--- config.mk ---
export PLATFORM = sky130hd
export DESIGN_NAME = bus_trace
export DESIGN_NICKNAME = d
export VERILOG_FILES = /design/src/rtl/bus_trace.sv
export SDC_FILE = /design/constraint.sdc
export NUM_CORES = 1
export LEC_CHECK = 0
export BUFFER_PORTS_ARGS = -buffer_cell sky130_fd_sc_hd__buf_2
export CAP_MARGIN = 20
export CORE_ASPECT_RATIO = 2
export CORE_MARGIN = 2
export CORE_UTILIZATION = 42
export CTS_BUF_LIST = sky130_fd_sc_hd__clkbuf_16
export DETAILED_ROUTE_END_ITERATION = 8
export PLACE_DENSITY = 0.58
export SLEW_MARGIN = 20
export SYNTH_ARGS = -nofsm -noshare
export SYNTH_HDL_FRONTEND = slang
export SYNTH_SLANG_ARGS = --single-unit
--- constraint.sdc ---
create_clock -name clk -period 6.4 [get_ports clk]
set_input_delay 0.32 -clock clk [delete_from_list [all_inputs] [get_ports clk]]
set_output_delay 0.32 -clock clk [all_outputs]
set_load 0.05 [all_outputs]
--- src/rtl/bus_trace.sv ---
// 6502 address-bus tracer: captures addr_bus on each mpu_clk rise into a FIFO
// and drains entries as high/low byte pairs. Define BUS_TRACE_SYNC_EN to add input synchronisers.
module bus_trace #(
    parameter int DEPTH_LOG2 = 4
) (
    input  logic                  clk,
    input  logic                  rst,
    input  logic                  mpu_clk,
    input  logic [15:0]           addr_bus,
    input  logic                  trace_en,
    input  logic                  tx_busy,
    output logic [7:0]            tx_data,
    output logic                  new_tx_data,
    output logic [DEPTH_LOG2:0]   level,
    output logic                  overflow
);

    localparam int DEPTH = 2 ** DEPTH_LOG2;
    localparam logic [DEPTH_LOG2:0]   FULL    = {1'b1, {DEPTH_LOG2{1'b0}}};
    localparam logic [DEPTH_LOG2:0]   LVL_ONE = 1;
    localparam logic [DEPTH_LOG2-1:0] PTR_ONE = 1;

    typedef enum logic [2:0] {
        IDLE,
        SEND_HI,
        GAP_HI,
        SEND_LO,
        GAP_LO
    } state_t;

    logic        mc;
    logic [15:0] ad;

`ifdef BUS_TRACE_SYNC_EN
    logic [1:0]  mc_sync;
    logic [15:0] ad_s1;
    logic [15:0] ad_s2;

    always_ff @(posedge clk) begin
        if (rst) begin
            mc_sync <= 2'b00;
            ad_s1   <= 16'h0000;
            ad_s2   <= 16'h0000;
        end else begin
            mc_sync <= {mc_sync[0], mpu_clk};
            ad_s1   <= addr_bus;
            ad_s2   <= ad_s1;
        end
    end

    assign mc = mc_sync[1];
    assign ad = ad_s2;
`else
    assign mc = mpu_clk;
    assign ad = addr_bus;
`endif

    state_t                state;
    logic [15:0]           mem [DEPTH];
    logic [DEPTH_LOG2-1:0] wptr;
    logic [DEPTH_LOG2-1:0] rptr;
    logic [15:0]           hold;
    logic [7:0]            last;
    logic                  mc_q;
    logic                  capture;
    logic                  full;
    logic                  pop;
    logic                  push;
    logic                  send;
    logic [7:0]            byte_out;

    assign capture  = mc && !mc_q && trace_en;
    assign full     = (level == FULL);
    assign pop      = (state == IDLE) && (level != '0);
    // a full FIFO still accepts a capture when the drain pops in the same cycle
    assign push     = capture && (!full || pop);
    assign send     = ((state == SEND_HI) || (state == SEND_LO)) && !tx_busy;
    assign byte_out = (state == SEND_HI) ? hold[15:8] : hold[7:0];

    assign new_tx_data = send;
    assign tx_data     = send ? byte_out : last;

    always_ff @(posedge clk) begin
        if (push) begin
            mem[wptr] <= ad;
        end
    end

    always_ff @(posedge clk) begin
        if (rst) begin
            mc_q     <= 1'b1;
            wptr     <= '0;
            rptr     <= '0;
            level    <= '0;
            overflow <= 1'b0;
            hold     <= 16'h0000;
            last     <= 8'h00;
            state    <= IDLE;
        end else begin
            mc_q <= mc;
            if (push) begin
                wptr <= wptr + PTR_ONE;
            end
            if (pop) begin
                rptr <= rptr + PTR_ONE;
            end
            if (push && !pop) begin
                level <= level + LVL_ONE;
            end else if (pop && !push) begin
                level <= level - LVL_ONE;
            end
            if (!trace_en) begin
                overflow <= 1'b0;
            end else if (capture && full && !pop) begin
                overflow <= 1'b1;
            end
            if (send) begin
                last <= byte_out;
            end

            case (state)
                IDLE: begin
                    if (pop) begin
                        hold  <= mem[rptr];
                        state <= SEND_HI;
                    end
                end
                SEND_HI: begin
                    if (!tx_busy) begin
                        state <= GAP_HI;
                    end
                end
                GAP_HI: begin
                    state <= SEND_LO;
                end
                SEND_LO: begin
                    if (!tx_busy) begin
                        state <= GAP_LO;
                    end
                end
                GAP_LO: begin
                    state <= IDLE;
                end
                default: begin
                    state <= IDLE;
                end
            endcase
        end
    end

endmodule
==> run_results.csv, run 1 <==
group,metric,value,unit
synth,yosysUniqueCellTypes,40,
placement,dp_cells,1035,
finish,multiInputGateArea,2840,um^2
finish,most-common-layout-cells,"edfxtp_1 (256), mux2i_1 (67), nor2_1 (46)",
floorplanning,rows,86,
finish,fin_cells,1084,
synth,synth.avg_cell_area,17.3,um^2
synth,netlist_area,11600,um^2
power_and_ir_drop,p_int,0.00341,W
synth,synthFlopType,"edfxtp_1",
power_and_ir_drop,pwr-share-seq,0.479,
clock_network,clkSlewWorstSetupHoldPaths,0.07,ns
power_and_ir_drop,vdd_drop_max,269,uV
clock_network,worst_skew_pair.late_latency,0.54,ns
hold_path,min_path_cells,2,
hold_path,hp-class,"input port to flop",
global_routing,grt_first_pass_wirelength,37700,um
sta,holdWs,0.0645,ns
hold_path,min_to,"overflow$_SDFFE_PP0P_",
synth,yosysWarnings,0,
drt,ant_nets,0,
setup_path,start_kind,"flop",
sta,fin_ws,2.96,ns
finish,post-route-cell-area,13000,um^2
synth,synthesis.nets,701,
sta,setup_tns,0,ns
sta,report.final.hold_viol_count,0,
finish,n_fill_cell,2371,
setup_path,arrival,3.86,ns
setup_path,rr_worst_depth,10,
clock_network,cts_sinks,298,
placement,numPortBuffers,35,
power_and_ir_drop,p_comb_frac,0.202,
clock_network,numCtsBuffers,26,
floorplanning,die_w,122,um
power_and_ir_drop,pwr-share-clk,0.319,
power_and_ir_drop,power.density,367,nW/um^2
global_routing,antenna_found_initial,0,
power_and_ir_drop,power.switching,0.00137,W
drt,first_pass_iters,5,
clock_network,cts_tree,"yes",
global_routing,grt_max_degree,51,
placement,gp_congestion,0.779,
finish,layout-drive-gt1-share,0.197,
sta,tightest_slew,1.09,ns
global_routing,grt-ovfl-total,0,
setup_path,reg2reg_from,"state[1]$_SDFFE_PP0P_",
finish,mostFrequentLayoutCell,"edfxtp_1",
sta,rsz0062_at_grt,"false",
run,drv_cap,0,
synth,synth_edf_count,256,
synth,synth-async-reset-ratio,0,
finish,final_nets,743,
finish,num_antenna_cells,0,
clock_network,cts_setup_buffers,0,
setup_path,path_class,"flop to flop",
finish,regArea,8530,um^2
clock_network,clock_path_buffers,3,
floorplanning,num_io_pins,36,
drt,viasPerCell,5.51,
sta,final-max-slew-violation-count,0,
setup_path,critical_path.most_common_cell,"ha_1",
global_routing,track_usage,0.177,
floorplanning,core-area,27300,um^2
sta,fin_crit,3.44,ns
setup_path,crit_chain,"or3_4 -> a21oi_4 -> inv_4 -> ha_1 -> inv_1 -> ha_1 -> a21o_1 -> a21oi_1 -> mux2i_1 -> mux2_2",
drt,drtIter0Drc,456,
sta,skew,0.0149,ns
setup_path,critical_path_peak_fanout,21,
setup_path,r2r_slack,2.96,ns
finish,syn2layout_area_growth,12.1,%
sta,max-slew-margin-rel,0.268,
setup_path,cp-end-kind,"flop",
drt,drc,0,
power_and_ir_drop,switching_share,0.286,
hold_path,worstHoldStart,"trace_en",
sta,setup_viol,0,
sta,timing.final.crit_share,0.538,
floorplanning,dieArea,29000,um^2
clock_network,cts_root_buffer,"clkbuf_16",
placement,hpwl,15500,um
synth,ys_seq_area_frac,0.735,
placement,place_area,12200,um^2
setup_path,cp_slowest_cell,"a21oi_4",
drt,wirelength,25100,um
global_routing,grt_pass1_vias,6032,
synth,synthCells,670,
setup_path,reg2reg_to,"level[4]$_SDFFE_PP0P_",
drt,dr_total_vias,5974,
power_and_ir_drop,power_leakage,4.07,nW
placement,place_ws,2.92,ns
clock_network,htreeDepth,1,
floorplanning,initial_core_util,0.424,
run_status,outcome,"completed",
synth,ys_ff_latch,298,
setup_path,slowest_delay,0.56,ns
setup_path,path_buf_inv,2,
floorplanning,dieHeight,239,um
setup_path,crit_family,"compound AO/OA/AOI/OAI gates",
drt,wl_per_cell,23.2,um
setup_path,worst-endpoint-required,6.82,ns
sta,fmax,291,MHz
synthesized netlist by cell type (8+ instances only):
master / number / area, um^2
o21ai_0: 8 / 40.0
o22ai_1: 40 / 250
nor3_1: 21 / 105
mux4_2: 32 / 721
ha_1: 9 / 113
clkbuf_1: 18 / 67.6
a211oi_1: 14 / 105
edfxtp_1: 256 / 7690
nor2_1: 48 / 180
dfxtp_1: 42 / 841
inv_1: 8 / 30.0
a22oi_1: 16 / 120
mux2i_1: 67 / 671
nor2b_1: 12 / 75.1
nand2_1: 14 / 52.6
buf_2: 11 / 55.1
metal layers:
layer  GRT usage  wire length (um)
met5           0                 0
met4      0.0477               457
met3      0.0219               920
met2       0.325             13800
met1       0.217              9940
layout make-up:
type	count	area share
sequential	298	0.656
clock inverter	21	0.0119
tap	352	0.0339
inverter	9	0.00279
clock buffer	27	0.0520
timing repair buffer	54	0.0246
multi-input combinational	323	0.219
worst max path at each step:
stage	from	end	slack, ns	cells after the start
after floorplan	level[0]$_SDFFE_PP0P_	level[4]$_SDFFE_PP0P_	3.46	11
after global routing	state[1]$_SDFFE_PP0P_	level[4]$_SDFFE_PP0P_	2.76	10
after CTS	state[1]$_SDFFE_PP0P_	level[4]$_SDFFE_PP0P_	2.90	10
after detailed placement	state[1]$_SDFFE_PP0P_	level[4]$_SDFFE_PP0P_	2.92	10
after global placement	state[1]$_SDFFE_PP0P_	level[4]$_SDFFE_PP0P_	2.96	10
final	state[1]$_SDFFE_PP0P_	level[4]$_SDFFE_PP0P_	2.96	10
flip-flops by register name, indices dropped and copies added, names as in the netlist:
signal    count
mem         256
last          8
mc_q          1
wptr          4
overflow      1
level         5
hold         16
rptr          4
state         3
power by group through the flow:
stage	Clock [W]	Sequential, W	Combinational [W]
2_1_floorplan	0	0.00233	0.000737
6_report	0.00152	0.00229	0.000965
3_5_place_dp	0	0.00233	0.000979
5_1_grt	0.00163	0.00229	0.00106
3_3_place_gp	0	0.00233	0.000975
4_1_cts	0.00156	0.00229	0.000984
cell families (layout without fill, tap and decap cells):
kind of cell	count (synthesis)	count (layout)	synth area share
compound gates	90	90	0.0540
xor+xnor	10	10	0.00755
fa+ha+maj	10	10	0.0114
buf+inv	49	111	0.0221
flops	298	298	0.735
mux	100	100	0.121
simple gates	113	113	0.0487
repair_timing:
action | CTS | global route
endpoints found under the hold margin | 1 | 0
gates resized for setup | 0 | 0
setup endpoints to repair | 0 | 0
hold buffers | 1 | 0
metrics by stage:
step / util / power (W)
floorplan: - / 0.00307
global placement: 0.445 / 0.00330
detailed placement: 0.445 / 0.00331
CTS: 0.476 / 0.00483
global route: 0.476 / 0.00498
finish: 0.476 / 0.00477
Power figures use the tool's default switching activity.
==> run 2: changes to the inputs <==
Clock period 6.4 ns to 3.51 ns, I/O delays scaled along.
==> run_results.csv, run 2 (synthesis results as in run 1) <==
group,metric,value,unit
global_routing,grt_first_pass_wirelength,38400,um
clock_network,htreeDepth,1,
floorplanning,dieArea,29000,um^2
finish,post-route-cell-area,13200,um^2
sta,setup_viol,0,
sta,report.final.hold_viol_count,0,
global_routing,grt_max_degree,47,
setup_path,cp-end-kind,"flop",
placement,place_area,12300,um^2
global_routing,grt_pass1_vias,6031,
drt,wl_per_cell,23.4,um
power_and_ir_drop,switching_share,0.284,
sta,final-max-slew-violation-count,0,
power_and_ir_drop,power.density,683,nW/um^2
sta,max-slew-margin-rel,0.396,
sta,tightest_slew,0.906,ns
sta,rsz0062_at_grt,"false",
sta,timing.final.crit_share,0.829,
finish,final_nets,756,
global_routing,grt-ovfl-total,0,
setup_path,reg2reg_to,"level[4]$_SDFFE_PP0P_",
sta,skew,0.0140,ns
floorplanning,dieHeight,239,um
finish,largestRegisters,"mem: 256 flops, hold: 16 flops, last: 8 flops",
global_routing,track_usage,0.181,
drt,drtIter0Drc,465,
setup_path,r2r_slack,0.60,ns
finish,layout-drive-gt1-share,0.208,
floorplanning,die_w,122,um
sta,fin_crit,2.91,ns
finish,largest_reg_flops,256,
global_routing,antenna_found_initial,0,
power_and_ir_drop,p_comb_frac,0.206,
clock_network,cts_root_buffer,"clkbuf_16",
run,drv_cap,0,
floorplanning,num_io_pins,36,
clock_network,worst_skew_pair.late_latency,0.54,ns
floorplanning,rows,86,
setup_path,path_class,"flop to flop",
setup_path,start_kind,"flop",
drt,wirelength,25600,um
drt,viasPerCell,5.46,
setup_path,reg2reg_from,"state[1]$_SDFFE_PP0P_",
clock_network,clock_path_buffers,3,
power_and_ir_drop,pwr-share-seq,0.462,
placement,gp_congestion,0.794,
sta,setup_tns,0,ns
power_and_ir_drop,p_int,0.00645,W
floorplanning,initial_core_util,0.424,
power_and_ir_drop,power.switching,0.00256,W
floorplanning,core-area,27300,um^2
drt,drc,0,
hold_path,min_path_cells,1,
setup_path,rr_worst_depth,9,
power_and_ir_drop,vdd_drop_max,424,uV
power_and_ir_drop,power_leakage,4.18,nW
run_status,outcome,"completed",
drt,first_pass_iters,4,
setup_path,worst-endpoint-required,3.94,ns
drt,dr_total_vias,5991,
placement,numPortBuffers,35,
hold_path,worstHoldStart,"addr_bus[2]",
finish,num_antenna_cells,0,
clock_network,numCtsBuffers,26,
finish,syn2layout_area_growth,13.7,%
drt,ant_nets,0,
clock_network,post_cts_resized,0,
finish,most-common-layout-cells,"edfxtp_1 (256), mux2i_1 (67), nor2_1 (46)",
clock_network,cts_tree,"yes",
finish,mostFrequentLayoutCell,"edfxtp_1",
placement,hpwl,15800,um
finish,top_register,"mem",
sta,fmax,344,MHz
hold_path,min_to,"mem[8][2]$_DFFE_PP_",
clock_network,cts_sinks,298,
clock_network,clkSlewWorstSetupHoldPaths,0.07,ns
setup_path,arrival,3.34,ns
power_and_ir_drop,pwr-share-clk,0.332,
hold_path,hp-class,"input port to flop",
setup_path,critical_path_peak_fanout,12,
[run 2: cell types whose count changed in the layout (fill, tap and decap cells not counted), sizes merged]
cell | before | now
buf | 53 | 64
bufinv | 2 | 5
clkinv | 13 | 10
dlygate4sd3 | 1 | 3
[run 2: worst max-delay path by stage]
stage	startpoint	endpoint	slack [ns]	cells after the start
3_5_place_dp	level[0]$_SDFFE_PP0P_	level[4]$_SDFFE_PP0P_	0.57	10
2_1_floorplan	level[0]$_SDFFE_PP0P_	level[4]$_SDFFE_PP0P_	0.57	11
6_report	state[1]$_SDFFE_PP0P_	level[4]$_SDFFE_PP0P_	0.60	9
4_1_cts	level[0]$_SDFFE_PP0P_	level[4]$_SDFFE_PP0P_	0.56	10
5_1_grt	state[1]$_SDFFE_PP0P_	level[4]$_SDFFE_PP0P_	0.39	9
3_3_place_gp	level[0]$_SDFFE_PP0P_	level[4]$_SDFFE_PP0P_	0.61	10
[run 2: power groups by stage]
stage          combinational [W]  clock (W)  sequential, W
2_1_floorplan            0.00134          0        0.00425
3_3_place_gp             0.00187          0        0.00422
3_5_place_dp             0.00188          0        0.00423
4_1_cts                  0.00189    0.00305        0.00415
5_1_grt                  0.00200    0.00319        0.00417
6_report                 0.00186    0.00299        0.00416
[run 2: critical path, cell delays in order, from the launching register on]
cell and delay (ns):
dfxtp_1 0.46, or3_4 0.44, a31oi_4 0.32, ha_1 0.26, inv_1 0.10, ha_1 0.32
a21o_1 0.17, a21oi_1 0.17, mux2i_1 0.22, mux2_2 0.34
[run 2: timing repair]
action / 4_1_cts / 5_1_grt
hold buffers: 3 / 0
endpoints found under the hold margin: 3 / 0
setup buffers: 0 / 0
[run 2: stage by stage]
stage / cells / setup slack (ns) / power (W) / hold WS, ns / utilization
6_report: 1097 / 0.600 / 0.00900 / 0.0354 / 0.482
3_5_place_dp: 1046 / 0.569 / 0.00611 / 0.400 / 0.448
3_3_place_gp: 1046 / 0.606 / 0.00609 / 0.390 / 0.448
5_1_grt: 1097 / 0.386 / 0.00937 / 0.0373 / 0.482
2_1_floorplan: 670 / 0.565 / 0.00559 / 0.274 / -
4_1_cts: 1097 / 0.564 / 0.00910 / 0.0266 / 0.482
[run 2: cell type report]
type	count	area, um^2
fill	2318	14100
clock inverter	21	225
multi-input combinational	323	2840
timing repair buffer	67	435
tap	352	440
clock buffer	27	676
sequential	298	8530
inverter	9	36.3
[run 2: per-layer routing]
| metal | global-route usage | part of all wire | vias up |
|---|---|---|---|
| met5 | 0 | 0 | - |
| met4 | 0.0658 | 0.032 | 0 |
| met3 | 0.0186 | 0.039 | 41 |
| met2 | 0.323 | 0.53 | 147 |
| met1 | 0.226 | 0.40 | 3063 |
| li1 | - | - | 2740 |
